### src/rtl/wb_pkg.sv
// Shared types and width helpers for the round-robin watchdog arbiter.
package wb_pkg;

    typedef enum logic {
        ARB_IDLE  = 1'b0,
        ARB_GRANT = 1'b1
    } arb_state_t;

    function automatic int gnt_width(input int n);
        return (n > 1) ? $clog2(n) : 1;
    endfunction

    // A disabled watchdog (timeout 0) still gets a 1-bit counter to keep widths legal.
    function automatic int cnt_width(input int timeout);
        return (timeout > 0) ? $clog2(timeout + 1) : 1;
    endfunction

endpackage

### src/rtl/wb_rr_watchdog_arbiter_rr_pick.sv
// Rotating-priority picker: the first set request strictly after last_i wins,
// wrapping to the lowest set request when nothing above last_i is pending.
module rr_pick
    import wb_pkg::*;
#(
    parameter  int N = 2,
    localparam int W = gnt_width(N)
) (
    input  logic [N-1:0] req_i,
    input  logic [W-1:0] last_i,
    output logic [W-1:0] winner_o,
    output logic         valid_o
);

    logic [W-1:0] hi_idx;
    logic [W-1:0] lo_idx;
    logic         hi_found;
    logic         lo_found;

    // Scan downwards so the last hit in each class is its lowest index.
    always_comb begin
        hi_idx   = '0;
        lo_idx   = '0;
        hi_found = 1'b0;
        lo_found = 1'b0;
        for (int k = N - 1; k >= 0; k--) begin
            if (req_i[k]) begin
                lo_idx   = W'(k);
                lo_found = 1'b1;
                if (k > int'(last_i)) begin
                    hi_idx   = W'(k);
                    hi_found = 1'b1;
                end
            end
        end
        valid_o  = lo_found;
        winner_o = hi_found ? hi_idx : lo_idx;
    end

endmodule

### src/rtl/wb_rr_watchdog_arbiter.sv
// Round-robin Wishbone arbiter that holds a grant for the whole cycle and aborts
// a grant whose strobe stays unterminated for TIMEOUT clocks.
module wb_rr_watchdog_arbiter
    import wb_pkg::*;
#(
    parameter  int MASTER_COUNT = 2,
    parameter  int TIMEOUT      = 255,
    localparam int GNT_WIDTH    = gnt_width(MASTER_COUNT)
) (
    input  logic                    clk_i,
    input  logic                    rst_ni,
    input  logic [MASTER_COUNT-1:0] cyc_i,
    input  logic                    stb_i,
    input  logic                    term_i,
    output logic [GNT_WIDTH-1:0]    gnt_o,
    output logic                    cyc_o,
    output logic                    timeout_o,
    output logic [MASTER_COUNT-1:0] mask_o
);

    localparam int                   CNT_WIDTH = cnt_width(TIMEOUT);
    localparam bit                   WDOG_EN   = (TIMEOUT > 0);
    localparam logic [CNT_WIDTH-1:0] CNT_LAST  = CNT_WIDTH'((TIMEOUT > 0) ? TIMEOUT - 1 : 0);

    arb_state_t              state_q;
    logic [GNT_WIDTH-1:0]    gnt_q;
    logic [GNT_WIDTH-1:0]    last_q;
    logic [CNT_WIDTH-1:0]    count_q;
    logic                    cyc_q;
    logic                    timeout_q;
    logic [MASTER_COUNT-1:0] mask_q;
    logic [MASTER_COUNT-1:0] mask_d;
    logic [MASTER_COUNT-1:0] eligible;
    logic [GNT_WIDTH-1:0]    winner;
    logic                    pick_valid;
    logic                    owner_active;
    logic                    stalled;
    logic                    expire;

    assign eligible     = cyc_i & ~mask_q;
    assign owner_active = cyc_i[gnt_q];
    assign stalled      = stb_i & ~term_i;
    // A release or a termination in the same cycle wins over the abort.
    assign expire = WDOG_EN && (state_q == ARB_GRANT) && owner_active && stalled
                    && (count_q == CNT_LAST);
    assign mask_d = (mask_q & cyc_i)
                    | (expire ? (MASTER_COUNT'(1) << gnt_q) : '0);

    rr_pick #(.N(MASTER_COUNT)) u_pick (
        .req_i    (eligible),
        .last_i   (last_q),
        .winner_o (winner),
        .valid_o  (pick_valid)
    );

    always_ff @(posedge clk_i or negedge rst_ni) begin
        if (!rst_ni) begin
            state_q   <= ARB_IDLE;
            gnt_q     <= '0;
            last_q    <= GNT_WIDTH'(MASTER_COUNT - 1);
            count_q   <= '0;
            cyc_q     <= 1'b0;
            timeout_q <= 1'b0;
            mask_q    <= '0;
        end else begin
            timeout_q <= 1'b0;
            mask_q    <= mask_d;
            case (state_q)
                ARB_IDLE: begin
                    if (pick_valid) begin
                        state_q <= ARB_GRANT;
                        gnt_q   <= winner;
                        last_q  <= winner;
                        cyc_q   <= 1'b1;
                        count_q <= '0;
                    end
                end
                ARB_GRANT: begin
                    if (!owner_active) begin
                        state_q <= ARB_IDLE;
                        cyc_q   <= 1'b0;
                        count_q <= '0;
                    end else if (expire) begin
                        state_q   <= ARB_IDLE;
                        cyc_q     <= 1'b0;
                        timeout_q <= 1'b1;
                        count_q   <= '0;
                    end else if (WDOG_EN && stalled) begin
                        count_q <= count_q + 1'b1;
                    end else begin
                        count_q <= '0;
                    end
                end
                default: state_q <= ARB_IDLE;
            endcase
        end
    end

    assign gnt_o     = gnt_q;
    assign cyc_o     = cyc_q;
    assign timeout_o = timeout_q;
    assign mask_o    = mask_q;

endmodule
### config.mk
export PLATFORM = sky130hd
export DESIGN_NAME = wb_rr_watchdog_arbiter
export DESIGN_NICKNAME = d
export VERILOG_FILES = /design/src/rtl/wb_pkg.sv /design/src/rtl/wb_rr_watchdog_arbiter_rr_pick.sv /design/src/rtl/wb_rr_watchdog_arbiter.sv
export SDC_FILE = /design/constraint.sdc
export NUM_CORES = 1
export LEC_CHECK = 0
export ABC_AREA = 1
export CAP_MARGIN = 10
export CORE_AREA = 4 4 55 57
export DETAILED_ROUTE_END_ITERATION = 8
export DIE_AREA = 0 0 59 61
export GPL_TIMING_DRIVEN = 0
export HOLD_SLACK_MARGIN = 0.15
export PLACE_DENSITY = 0.61
export SLEW_MARGIN = 20
export SYNTH_ARGS = -nofsm -noshare
export SYNTH_HDL_FRONTEND = slang
export SYNTH_HIERARCHICAL = 1
export SYNTH_SLANG_ARGS = --single-unit
### constraint.sdc
create_clock -name clk_i -period 1.8 [get_ports clk_i]
set_input_delay 0.27 -clock clk_i [delete_from_list [all_inputs] [get_ports clk_i]]
set_output_delay 0.27 -clock clk_i [all_outputs]
set_load 0.02 [all_outputs]
==> summary.md <==
| Metric | Value |
|---|---|
| Status | `finished, final reports clean` |
| Slowest Stage Delay on Critical Path | `620 ps` |
| Synth cell types | `21` |
| Worst Path Buf+Inv | `1` |
| Clock Tree Buf Depth | `2` |
| Sw Pwr | `0.348 mW` |
| Largest delay share family, worst path | `buffers and inverters` |
| Hold-fix buffers, CTS | `0` |
| Non-filler cells in the finished layout | `154` |
| Layout Nets | `133` |
| Die footprint | `3600 µm²` |
| Gate Count Post-Synth | `110` |
| HP Class | `in -> async` |
| Crit path launch type | `register` |
| Final Skew | `7.03 ps` |
| RSZ-0062 raised after global routing | `no` |
| Mapped cell area | `862 µm²` |
| Number of port buffers | `10` |
| Post-CTS sizing | `0` |
| Met3 Usage GRT | `1.91%` |
| CTS root buf | `clkbuf_4` |
| Placed instance area | `1000 µm²` |
| VDD IR max | `0.439 mV` |
| Relative slew slack | `55.1%` |
| Sequential Power Share | `47.1%` |
| Total vias in the final route | `712` |
| Total GRT Usage | `11.1%` |
| Die span in y | `61 µm` |
| Critical Path RT | `1530 ps` |
| Critical path fanouts, max | `3` |
| Initial core utilization | `34.8%` |
| # diodes | `0` |
| Fin util | `41.5%` |
| DRT Wirelength | `1630 µm` |
| Routability congestion estimate | `0.787` |
| Pre-CTS WS | `-68.5 ps` |
| Commonest non-fill, non-tap cell in the layout | `nand2_1` |
| CTS tree | `done` |
| M2 GR Usage | `16.6%` |
| Kind of critical path | `reg -> out` |
| H-tree depth | `1` |
| # IOs | `11` |
| Final min period | `1580 ps` |
| Detailed Routing Iterations Pass 1 | `4` |
| Chip Width | `59 µm` |
| Met1 Use GR | `15.0%` |
| Share of post-route cells with drive strength above 1 | `14.5%` |
| Final hold viol count | `0` |
| Ys Warns | `6` |
| DP HPWL | `1270 µm` |
| Overflow after GRT | `0` |
| Syn_nets | `118` |
| Maximum clock frequency | `634 MHz` |
| Post-CTS Setup Inserts | `0` |
| Clock share of power | `21.4%` |
| Clk Latency, worst-skew pair | `290 ps` |
| Most frequent cells in the layout | `nand2_1, dfrtp_1, inv_1, clkdlybuf4s50_1, nor2_1` |
| Sequential area share after synthesis | `43.7%` |
| Critical path's slowest cell | `clkdlybuf4s50_1` |
| Number of CTS-inserted buffers | `3` |
| Final worst slack | `224 ps` |
| GRT busiest layer | `met2` |
| Global-route wire length before repair | `3010 µm` |
| CP endpoint kind | `output pin` |
| Total Power | `0.931 mW` |
| Int Pwr | `0.583 mW` |
| Clock Sinks | `15` |
| Vias in the first global route | `664` |
| Row cnt | `18` |
| Max cap viols | `0` |
| WL per Instance | `10.6 µm` |
| Final Hold Slack | `383 ps` |
| Gate power share | `31.6%` |
| Pwr per Cell Area | `906 nW/µm²` |
| Leakage power | `0.496 nW` |
| Filler cells | `262` |
| Final ANT Viol Nets | `0` |
| Net Sw Frac | `37.4%` |
| Final setup fails | `0` |
| Via-to-Cell Ratio | `4.62` |
| Cell Chain, Critical Path | `clkdlybuf4s50_1` |
| Final Cell Area | `1030 µm²` |
| CP arrival | `1310 ps` |
| Register clock-pin slew on the reported worst setup and hold paths | `100 ps` |
| Max Transition Viols Final | `0` |
| Fin Setup TNS | `0 ps` |
| Placed cells | `150` |
| Core Area | `2480 µm²` |
| Largest net degree at the start of global routing | `16` |
| Avg Cell Area, Syn | `7.84 µm²` |
| Worst-margin pin slew | `672 ps` |
| Layout overhead on the synthesized area | `19.2%` |
| Initial antenna violation count | `0` |
| Final Cycle Share | `87.6%` |
| Remaining DRCs | `0` |
| Seq cells post-synth | `15` |
| DRT iter0 DRCs | `14` |
-- worst register-to-register path, delay by kind of cell (launching register included) --
family | cells | cell delay, ps
DFF | 1 | 400
and+or+nand+nor | 8 | 940
-- sequential cells by signal (all words and copies together), names as in the netlist --
| signal | cells |
|---|---|
| cyc_o | 1 |
| gnt_o | 1 |
| timeout_o | 1 |
| last_q | 1 |
| state_q | 1 |
| count_q | 8 |
| mask_o | 2 |
-- metal layers --
layer | up-vias | part of all wire [%]
li1 | 375 | -
met1 | 327 | 46
met2 | 8 | 50
met3 | 2 | 2.4
met4 | 0 | 1.7
met5 | - | 0
-- power by group through the flow --
| stage | Combinational [mW] | Sequential [mW] | Clock, mW |
|---|---|---|---|
| floorplan | 0.173 | 0.463 | 0 |
| global placement | 0.298 | 0.442 | 0 |
| detailed placement | 0.299 | 0.445 | 0 |
| CTS | 0.300 | 0.438 | 0.210 |
| global route | 0.342 | 0.448 | 0.230 |
| finish | 0.294 | 0.438 | 0.199 |
-- area by class of cell --
| type | instances | area [µm²] | share of cell area [%] |
|---|---|---|---|
| Clock inverter | 1 | 5.00 | 0.487 |
| Tap cell | 30 | 37.5 | 3.65 |
| Timing Repair Buffer | 10 | 100 | 9.74 |
| Inverter | 12 | 45.0 | 4.38 |
| Clock buffer | 3 | 22.5 | 2.19 |
| Sequential cell | 15 | 377 | 36.7 |
| Multi-Input combinational cell | 83 | 440 | 42.9 |
-- synthesized netlist by cell type --
cell type  instances  area [µm²]
a21oi_1            3        15.0
a21oi_2            2        17.5
dfrtp_1           14         350
dfstp_2            1        26.3
ha_1               2        25.0
inv_1             12        45.0
nand2_1           41         154
nand2_2            2        12.5
nand2_4            1        11.3
nand3_1            5        25.0
nand3_2            3        30.0
nand3b_1           1        7.51
nor2_1             9        33.8
nor2_2             1        6.26
nor2_4             3        33.8
nor2_8             1        20.0
nor3_1             1        5.00
o21ai_0            2        10.0
o21ai_1            4        20.0
o21bai_1           1        7.51
or2_1              1        6.26
-- worst paths after layout --
kind | start | endpoint | slack [ps] | depth (start not counted)
max | mask_o[0] | mask_o[0] | 220 | 1
min | rst_ni | count_q[3] | 380 | 1
max reg2reg | mask_o[0] | count_q[6] | 350 | 8
min reg2reg | last_q | last_q | 480 | 2
max in group asynchronous | rst_ni | count_q[7] | 980 | 1
min in group clk_i | last_q | last_q | 480 | 2
-- kinds of logic after synthesis --
kind of cell	after synthesis	share of synthesized area, %
buffers and inverters	12	5.22
and+or+nand+nor	69	40.1
DFF	15	43.7
AOI/OAI and AO/OA	12	8.13
adders and majority gates	2	2.90
(Power assumes the default switching activity.)
